**src/rtl/hazard_pkg.sv**
```systemverilog
// Shared types for the pipeline hazard controller: FSM states, the bundle of
// pipeline-register controls with its canonical settings, and load-use detection.
package hazard_pkg;

    typedef enum logic [1:0] {
        RUN      = 2'd0,
        MEM_WAIT = 2'd1,
        ERROR    = 2'd2
    } state_e;

    typedef struct packed {
        logic pc_write;
        logic if_id_write;
        logic id_ex_write;
        logic ex_mem_write;
        logic mem_wb_write;
        logic pc_src;
        logic if_id_flush;
        logic id_ex_flush;
    } ctrl_t;

    localparam logic [4:0] X0 = 5'd0;

    localparam ctrl_t CTRL_HOLD   = 8'b00000_000;
    localparam ctrl_t CTRL_NORMAL = 8'b11111_000;
    localparam ctrl_t CTRL_FLUSH  = 8'b11111_111;
    localparam ctrl_t CTRL_STALL  = 8'b00111_001;

    // A load in EX whose result the ID instruction needs cannot be forwarded in time.
    function automatic logic detect_load_use(
        input logic       mem_read,
        input logic [4:0] rd,
        input logic [4:0] rs1,
        input logic [4:0] rs2,
        input logic       uses_rs1,
        input logic       uses_rs2
    );
        return mem_read && (rd != X0) &&
               ((uses_rs1 && (rd == rs1)) || (uses_rs2 && (rd == rs2)));
    endfunction

endpackage

```
**src/rtl/sat_counter.sv**
```systemverilog
// Saturating up-counter used for the debug event counters.
module sat_counter #(
    parameter int W = 32
) (
    input  logic         clk,
    input  logic         reset,
    input  logic         inc,
    output logic [W-1:0] count
);

    logic [W-1:0] count_q;
    logic [W-1:0] count_d;

    // Next count: hold at all-ones instead of wrapping.
    always_comb begin
        count_d = count_q;
        if (inc && (count_q != {W{1'b1}})) begin
            count_d = count_q + {{(W-1){1'b0}}, 1'b1};
        end else begin
            count_d = count_q;
        end
    end

    // Count register.
    always_ff @(posedge clk or posedge reset) begin
        if (reset) begin
            count_q <= {W{1'b0}};
        end else begin
            count_q <= count_d;
        end
    end

    assign count = count_q;

endmodule

```
**src/rtl/pipeline_hazard_controller.sv**
```systemverilog
// Pipeline sequencing: memory freeze, branch flush and load-use stall control,
// with a memory-wait watchdog and saturating event counters.
module pipeline_hazard_controller
    import hazard_pkg::*;
#(
    parameter int MEM_TIMEOUT = 16,
    parameter int CNT_W       = 32
) (
    input  logic             clk,
    input  logic             reset,
    input  logic [4:0]       IF_ID_RegisterRs1,
    input  logic [4:0]       IF_ID_RegisterRs2,
    input  logic             IF_ID_UsesRs1,
    input  logic             IF_ID_UsesRs2,
    input  logic             ID_EX_MemRead,
    input  logic [4:0]       ID_EX_RegisterRd,
    input  logic             EX_Branch,
    input  logic             EX_Zero,
    input  logic             EX_MEM_MemRead,
    input  logic             EX_MEM_MemWrite,
    input  logic             dmem_ready,
    output logic             PCWrite,
    output logic             IF_ID_Write,
    output logic             ID_EX_Write,
    output logic             EX_MEM_Write,
    output logic             MEM_WB_Write,
    output logic             PCSrc,
    output logic             IF_ID_Flush,
    output logic             ID_EX_Flush,
    output logic             mem_timeout_err,
    output logic [CNT_W-1:0] stall_count,
    output logic [CNT_W-1:0] flush_count,
    output logic [CNT_W-1:0] freeze_count
);

    localparam int WAIT_W = $clog2(MEM_TIMEOUT + 1);

    state_e            state_q, state_d;
    logic [WAIT_W-1:0] wait_cnt_q, wait_cnt_d, wait_cnt_inc_s;
    logic              mem_busy_s, load_use_s, taken_s, frozen_s;
    logic              stall_inc_s, flush_inc_s, freeze_inc_s;
    ctrl_t             ctrl_s, ctrl_out_s;

    // Next state, watchdog count and control bundle, in priority order.
    always_comb begin
        mem_busy_s     = (EX_MEM_MemRead | EX_MEM_MemWrite) & ~dmem_ready;
        load_use_s     = detect_load_use(ID_EX_MemRead, ID_EX_RegisterRd,
                                         IF_ID_RegisterRs1, IF_ID_RegisterRs2,
                                         IF_ID_UsesRs1, IF_ID_UsesRs2);
        taken_s        = EX_Branch & EX_Zero;
        wait_cnt_inc_s = wait_cnt_q + {{(WAIT_W-1){1'b0}}, 1'b1};
        state_d        = state_q;
        wait_cnt_d     = wait_cnt_q;
        frozen_s       = 1'b0;
        ctrl_s         = CTRL_HOLD;
        stall_inc_s    = 1'b0;
        flush_inc_s    = 1'b0;
        freeze_inc_s   = 1'b0;

        case (state_q)
            RUN: begin
                frozen_s = mem_busy_s;
                if (mem_busy_s) begin
                    state_d    = MEM_WAIT;
                    wait_cnt_d = {WAIT_W{1'b0}};
                end else begin
                    state_d = RUN;
                end
            end
            MEM_WAIT: begin
                frozen_s = ~dmem_ready;
                if (dmem_ready) begin
                    state_d = RUN;
                end else if (wait_cnt_inc_s == WAIT_W'(MEM_TIMEOUT)) begin
                    state_d    = ERROR;
                    wait_cnt_d = wait_cnt_inc_s;
                end else begin
                    wait_cnt_d = wait_cnt_inc_s;
                end
            end
            ERROR: begin
                state_d = ERROR;
            end
            default: begin
                state_d = ERROR;
            end
        endcase

        if (state_q == ERROR) begin
            ctrl_s = CTRL_HOLD;
        end else if (frozen_s) begin
            ctrl_s       = CTRL_HOLD;
            freeze_inc_s = 1'b1;
        end else if (taken_s) begin
            ctrl_s      = CTRL_FLUSH;
            flush_inc_s = 1'b1;
        end else if (load_use_s) begin
            ctrl_s      = CTRL_STALL;
            stall_inc_s = 1'b1;
        end else begin
            ctrl_s = CTRL_NORMAL;
        end
    end

    // State and watchdog registers.
    always_ff @(posedge clk or posedge reset) begin
        if (reset) begin
            state_q    <= RUN;
            wait_cnt_q <= {WAIT_W{1'b0}};
        end else begin
            state_q    <= state_d;
            wait_cnt_q <= wait_cnt_d;
        end
    end

    // Controls are forced inactive for the whole time reset is held.
    always_comb begin
        if (reset) begin
            ctrl_out_s = CTRL_HOLD;
        end else begin
            ctrl_out_s = ctrl_s;
        end
    end

    assign PCWrite         = ctrl_out_s.pc_write;
    assign IF_ID_Write     = ctrl_out_s.if_id_write;
    assign ID_EX_Write     = ctrl_out_s.id_ex_write;
    assign EX_MEM_Write    = ctrl_out_s.ex_mem_write;
    assign MEM_WB_Write    = ctrl_out_s.mem_wb_write;
    assign PCSrc           = ctrl_out_s.pc_src;
    assign IF_ID_Flush     = ctrl_out_s.if_id_flush;
    assign ID_EX_Flush     = ctrl_out_s.id_ex_flush;
    assign mem_timeout_err = ~reset & (state_q == ERROR);

    sat_counter #(.W(CNT_W)) u_stall_cnt (
        .clk(clk), .reset(reset), .inc(stall_inc_s), .count(stall_count)
    );
    sat_counter #(.W(CNT_W)) u_flush_cnt (
        .clk(clk), .reset(reset), .inc(flush_inc_s), .count(flush_count)
    );
    sat_counter #(.W(CNT_W)) u_freeze_cnt (
        .clk(clk), .reset(reset), .inc(freeze_inc_s), .count(freeze_count)
    );

endmodule

```
**config.mk**
```make
export PLATFORM = sky130hd
export DESIGN_NAME = pipeline_hazard_controller
export DESIGN_NICKNAME = d
export VERILOG_FILES = /design/src/rtl/hazard_pkg.sv /design/src/rtl/sat_counter.sv /design/src/rtl/pipeline_hazard_controller.sv
export SDC_FILE = /design/constraint.sdc
export NUM_CORES = 1
export LEC_CHECK = 0
export ABC_AREA = 1
export CAP_MARGIN = 20
export CORE_MARGIN = 2
export CORE_UTILIZATION = 54
export CTS_BUF_LIST = sky130_fd_sc_hd__clkbuf_4 sky130_fd_sc_hd__clkbuf_8 sky130_fd_sc_hd__clkbuf_16
export DETAILED_ROUTE_END_ITERATION = 10
export PLACE_DENSITY = 0.82
export SLEW_MARGIN = 20
export SYNTH_ARGS = -nofsm -noshare
export SYNTH_HDL_FRONTEND = slang
export SYNTH_SLANG_ARGS = --single-unit
export TNS_END_PERCENT = 10
```
**constraint.sdc**
```tcl
create_clock -name clk -period 5.3 [get_ports clk]
set_input_delay 0.795 -clock clk [delete_from_list [all_inputs] [get_ports clk]]
set_output_delay 0.795 -clock clk [all_outputs]
set_load 0.02 [all_outputs]
```
==> metrics.txt <==
status=finished clean; post-synthesis mux area share=0%; largest net degree at the start of global routing=70; synth warn=0; critical path, cell by cell=clkdlybuf4s50_1 -> inv_1 -> nand2_2 -> nand2_4 -> nor2_1 -> nand2_1 -> inv_1 -> nand2_1 -> inv_1 -> clkdlybuf4s50_1; clk buf depth=2; via/cell ratio=around 5.2; grt ovf=0; HP Class=reg -> reg; Mapped Area=roughly 7100 µm²; initial drt markers=around 760; CTS clk-pin slew, worst paths=roughly 70 ps; Pwr per Cell Area=around 200 nW/µm²; post-synthesis cell type count=33; Fillers=around 1,100; CP Data Arrival Time=around 2700 ps; Syn-to-layout area delta=23.5%; Final setup viols=0; Final nets=between 1,000 and 1,500; Post-Synth XOR/XNOR Area=7.80%; clock latency at the later pin of the worst-skew pair=between 300 and 400 ps; # Post-CTS Setup Buffers=0; register area share after synthesis=between 30% and 40%; crit path kind=in -> out; CTS-repair resized insts=0; Multi-input gate area=~3800 µm²; Leak=about 4.3 nW; number of remaining DRC errors=0; H-tree Lvls=3; clock skew=8.32 ps; synthesized net count=~1,100; VDD IR max=between 0.1 and 0.15 mV; RSZ-0062 raised after global routing=false; Cells after Synth=approximately 1,000; Most common cell on crit path=inv_1; GRT Overall Usage=approximately a quarter; number of global-route vias before repair=6,264; Slew headroom=between 30% and 40%; Seq. cell area=around 2600 µm²; Pre-antenna DRT Iters=5; register bit total from synthesis=roughly 100; Max Cap Violations=0; Routability Congestion=~0.95; Synth Area in Adders=less than 1%; via count=~6,900; TritonCTS clock tree=yes; Worst path slowest cell=clkdlybuf4s50_1; routed len/inst=~14 µm; Final Max Tran Viols=0; post-DP HPWL=approximately 13,000 µm; Top Ports=between 100 and 150; antenna diode count=0; crit share post-route=66.3%; cts bufs inserted=9; Fin Hold WS=approximately 500 ps; first-pass GRT wire length=just over 30,000 µm; worst slew pin tran=906 ps; Critical Path Fanout Max=6; Post-Synth Simple-Gate Area=roughly two fifths; fraction of layout cells with a size suffix above 1=around 6%; number of hold buffers added after CTS=0; Die Ht=~120 µm; CP max stage delay=600 ps; Core Area=~13,000 µm²; main combinational cell family by area after synthesis=simple AND/OR/NAND/NOR gates; f_max=between 0.2 and 0.3 GHz; Mapped Avg Cell Area=roughly 6.9 µm²; die width=118 µm; compound-gate portion of the synthesized area=6.81%; Req. time, crit path=4510 ps; final-report hold violation count=0; Routed WL=about 18,000 µm; initial antenna violation count=0; Worst Setup End Kind=output pin; Rows=41; most frequent cells in the layout=nand2_1, clkdlybuf4s50_1, inv_1, dfrtp_1, nor2_1; post-route ant nets=0; min cycle time layout=between 3000 and 4000 ps; Post-Route Setup TNS=0 ps; CTS Root Cell=clkbuf_16; type of origin of the critical path=primary input; TritonCTS Sinks=103; commonest non-fill, non-tap cell in the layout=nand2_1; Initial Util=a little under three fifths; IO Port Bufs=approximately 130; full die area=about 14,000 µm²
Yosys cell counts:
master / instances / area (µm²)
nand2_1: 352 / 1320
inv_1: 126 / 473
dfrtp_1: 103 / 2580
nor2_1: 88 / 330
nand3_1: 81 / 405
xor2_1: 52 / 455
nor3_1: 45 / 225
o21bai_1: 32 / 240
o21ai_0: 29 / 145
buf_2: 15 / 75.1
o21ai_1: 13 / 65.1
nand4_1: 10 / 62.6
nand2_2: 9 / 56.3
nor2_2: 9 / 56.3
xnor2_1: 9 / 78.8
buf_6: 7 / 78.8
inv_2: 7 / 26.3
nand3_2: 5 / 50.1
nand3b_1: 5 / 37.5
nor2_4: 5 / 56.3
buf_4: 4 / 30.0
ha_1: 4 / 50.1
nor3_2: 4 / 40.0
and3_1: 2 / 12.5
nand2_4: 2 / 22.5
a21oi_1: 1 / 5.00
a21oi_4: 1 / 16.3
a22o_1: 1 / 8.76
clkinv_2: 1 / 5.00
inv_4: 1 / 6.26
nand3b_2: 1 / 11.3
nor3_4: 1 / 16.3
xor2_2: 1 / 16.3
final timing paths:
| check | startpoint | end | slack, ps | cells after the start |
|---|---|---|---|---|
| max | dmem_ready | IF_ID_Write | 1790 | 10 |
| min | wait_cnt_q[1] | wait_cnt_q[1] | 510 | 2 |
| max reg2reg | u_stall_cnt.count[0] | u_stall_cnt.count[13] | 2640 | 9 |
| min reg2reg | wait_cnt_q[1] | wait_cnt_q[1] | 510 | 2 |
| max in group asynchronous | reset | u_flush_cnt.count[17] | 3220 | 3 |
| min in group asynchronous | reset | state_q[0] | 840 | 2 |
kinds of logic (layout without fill, tap and decap cells):
kind of cell             after synthesis  after routing
adder cells (fa/ha/maj)                4              4
XOR/XNOR                              62             62
buffers and inverters                161            283
flip-flops                           103            103
AO/OA/AOI/OAI                         77             77
AND/OR/NAND/NOR                      619            619
layout make-up:
type,count,share of cell area [%]
multi-input cells,762,43.4
flip-flops and latches,103,29.6
repair buffers,132,15.1
inverters,135,5.89
clock buffers,11,2.90
well taps,172,2.47
clock inverters,5,0.646
registers in the layout (all words and copies together), names as in the netlist:
register and cells:
wait_cnt_q 5, u_stall_cnt.count 32, state_q 2, u_flush_cnt.count 32, u_freeze_cnt.count 32
per-layer routing:
metal  GRT usage (%)  part of all wire [%]  up-vias
li1                -                     -     3444
met1            36.1                    46     3226
met2            42.2                    47      226
met3            3.86                   6.1       27
met4            8.36                   1.7        0
met5               0                     0        -
stage by stage:
step	power, mW	utilization [%]	cell area (µm²)	setup WS (ps)	instances
final	1.75	68.8	8710	1790	1320
after global routing	1.82	68.8	8710	1520	1320
after CTS	1.75	68.8	8710	1760	1320
after detailed placement	1.06	66.3	8400	1770	1304
after global placement	1.06	66.3	8400	1820	1304
after floorplan	1.00	-	7060	550	1026
worst max-delay path: cells and delay by family:
family / cells / cell delay [ps]
AND/OR/NAND/NOR: 5 / 540
buffers and inverters: 5 / 1380
power by group:
group          internal [mW]  switching [mW]  total [mW]
Combinational         0.0792           0.169       0.248
Clock                  0.392           0.310       0.702
Sequential             0.790         0.00691       0.797
Total                   1.26           0.486        1.75
Power figures use the tool's default switching activity.
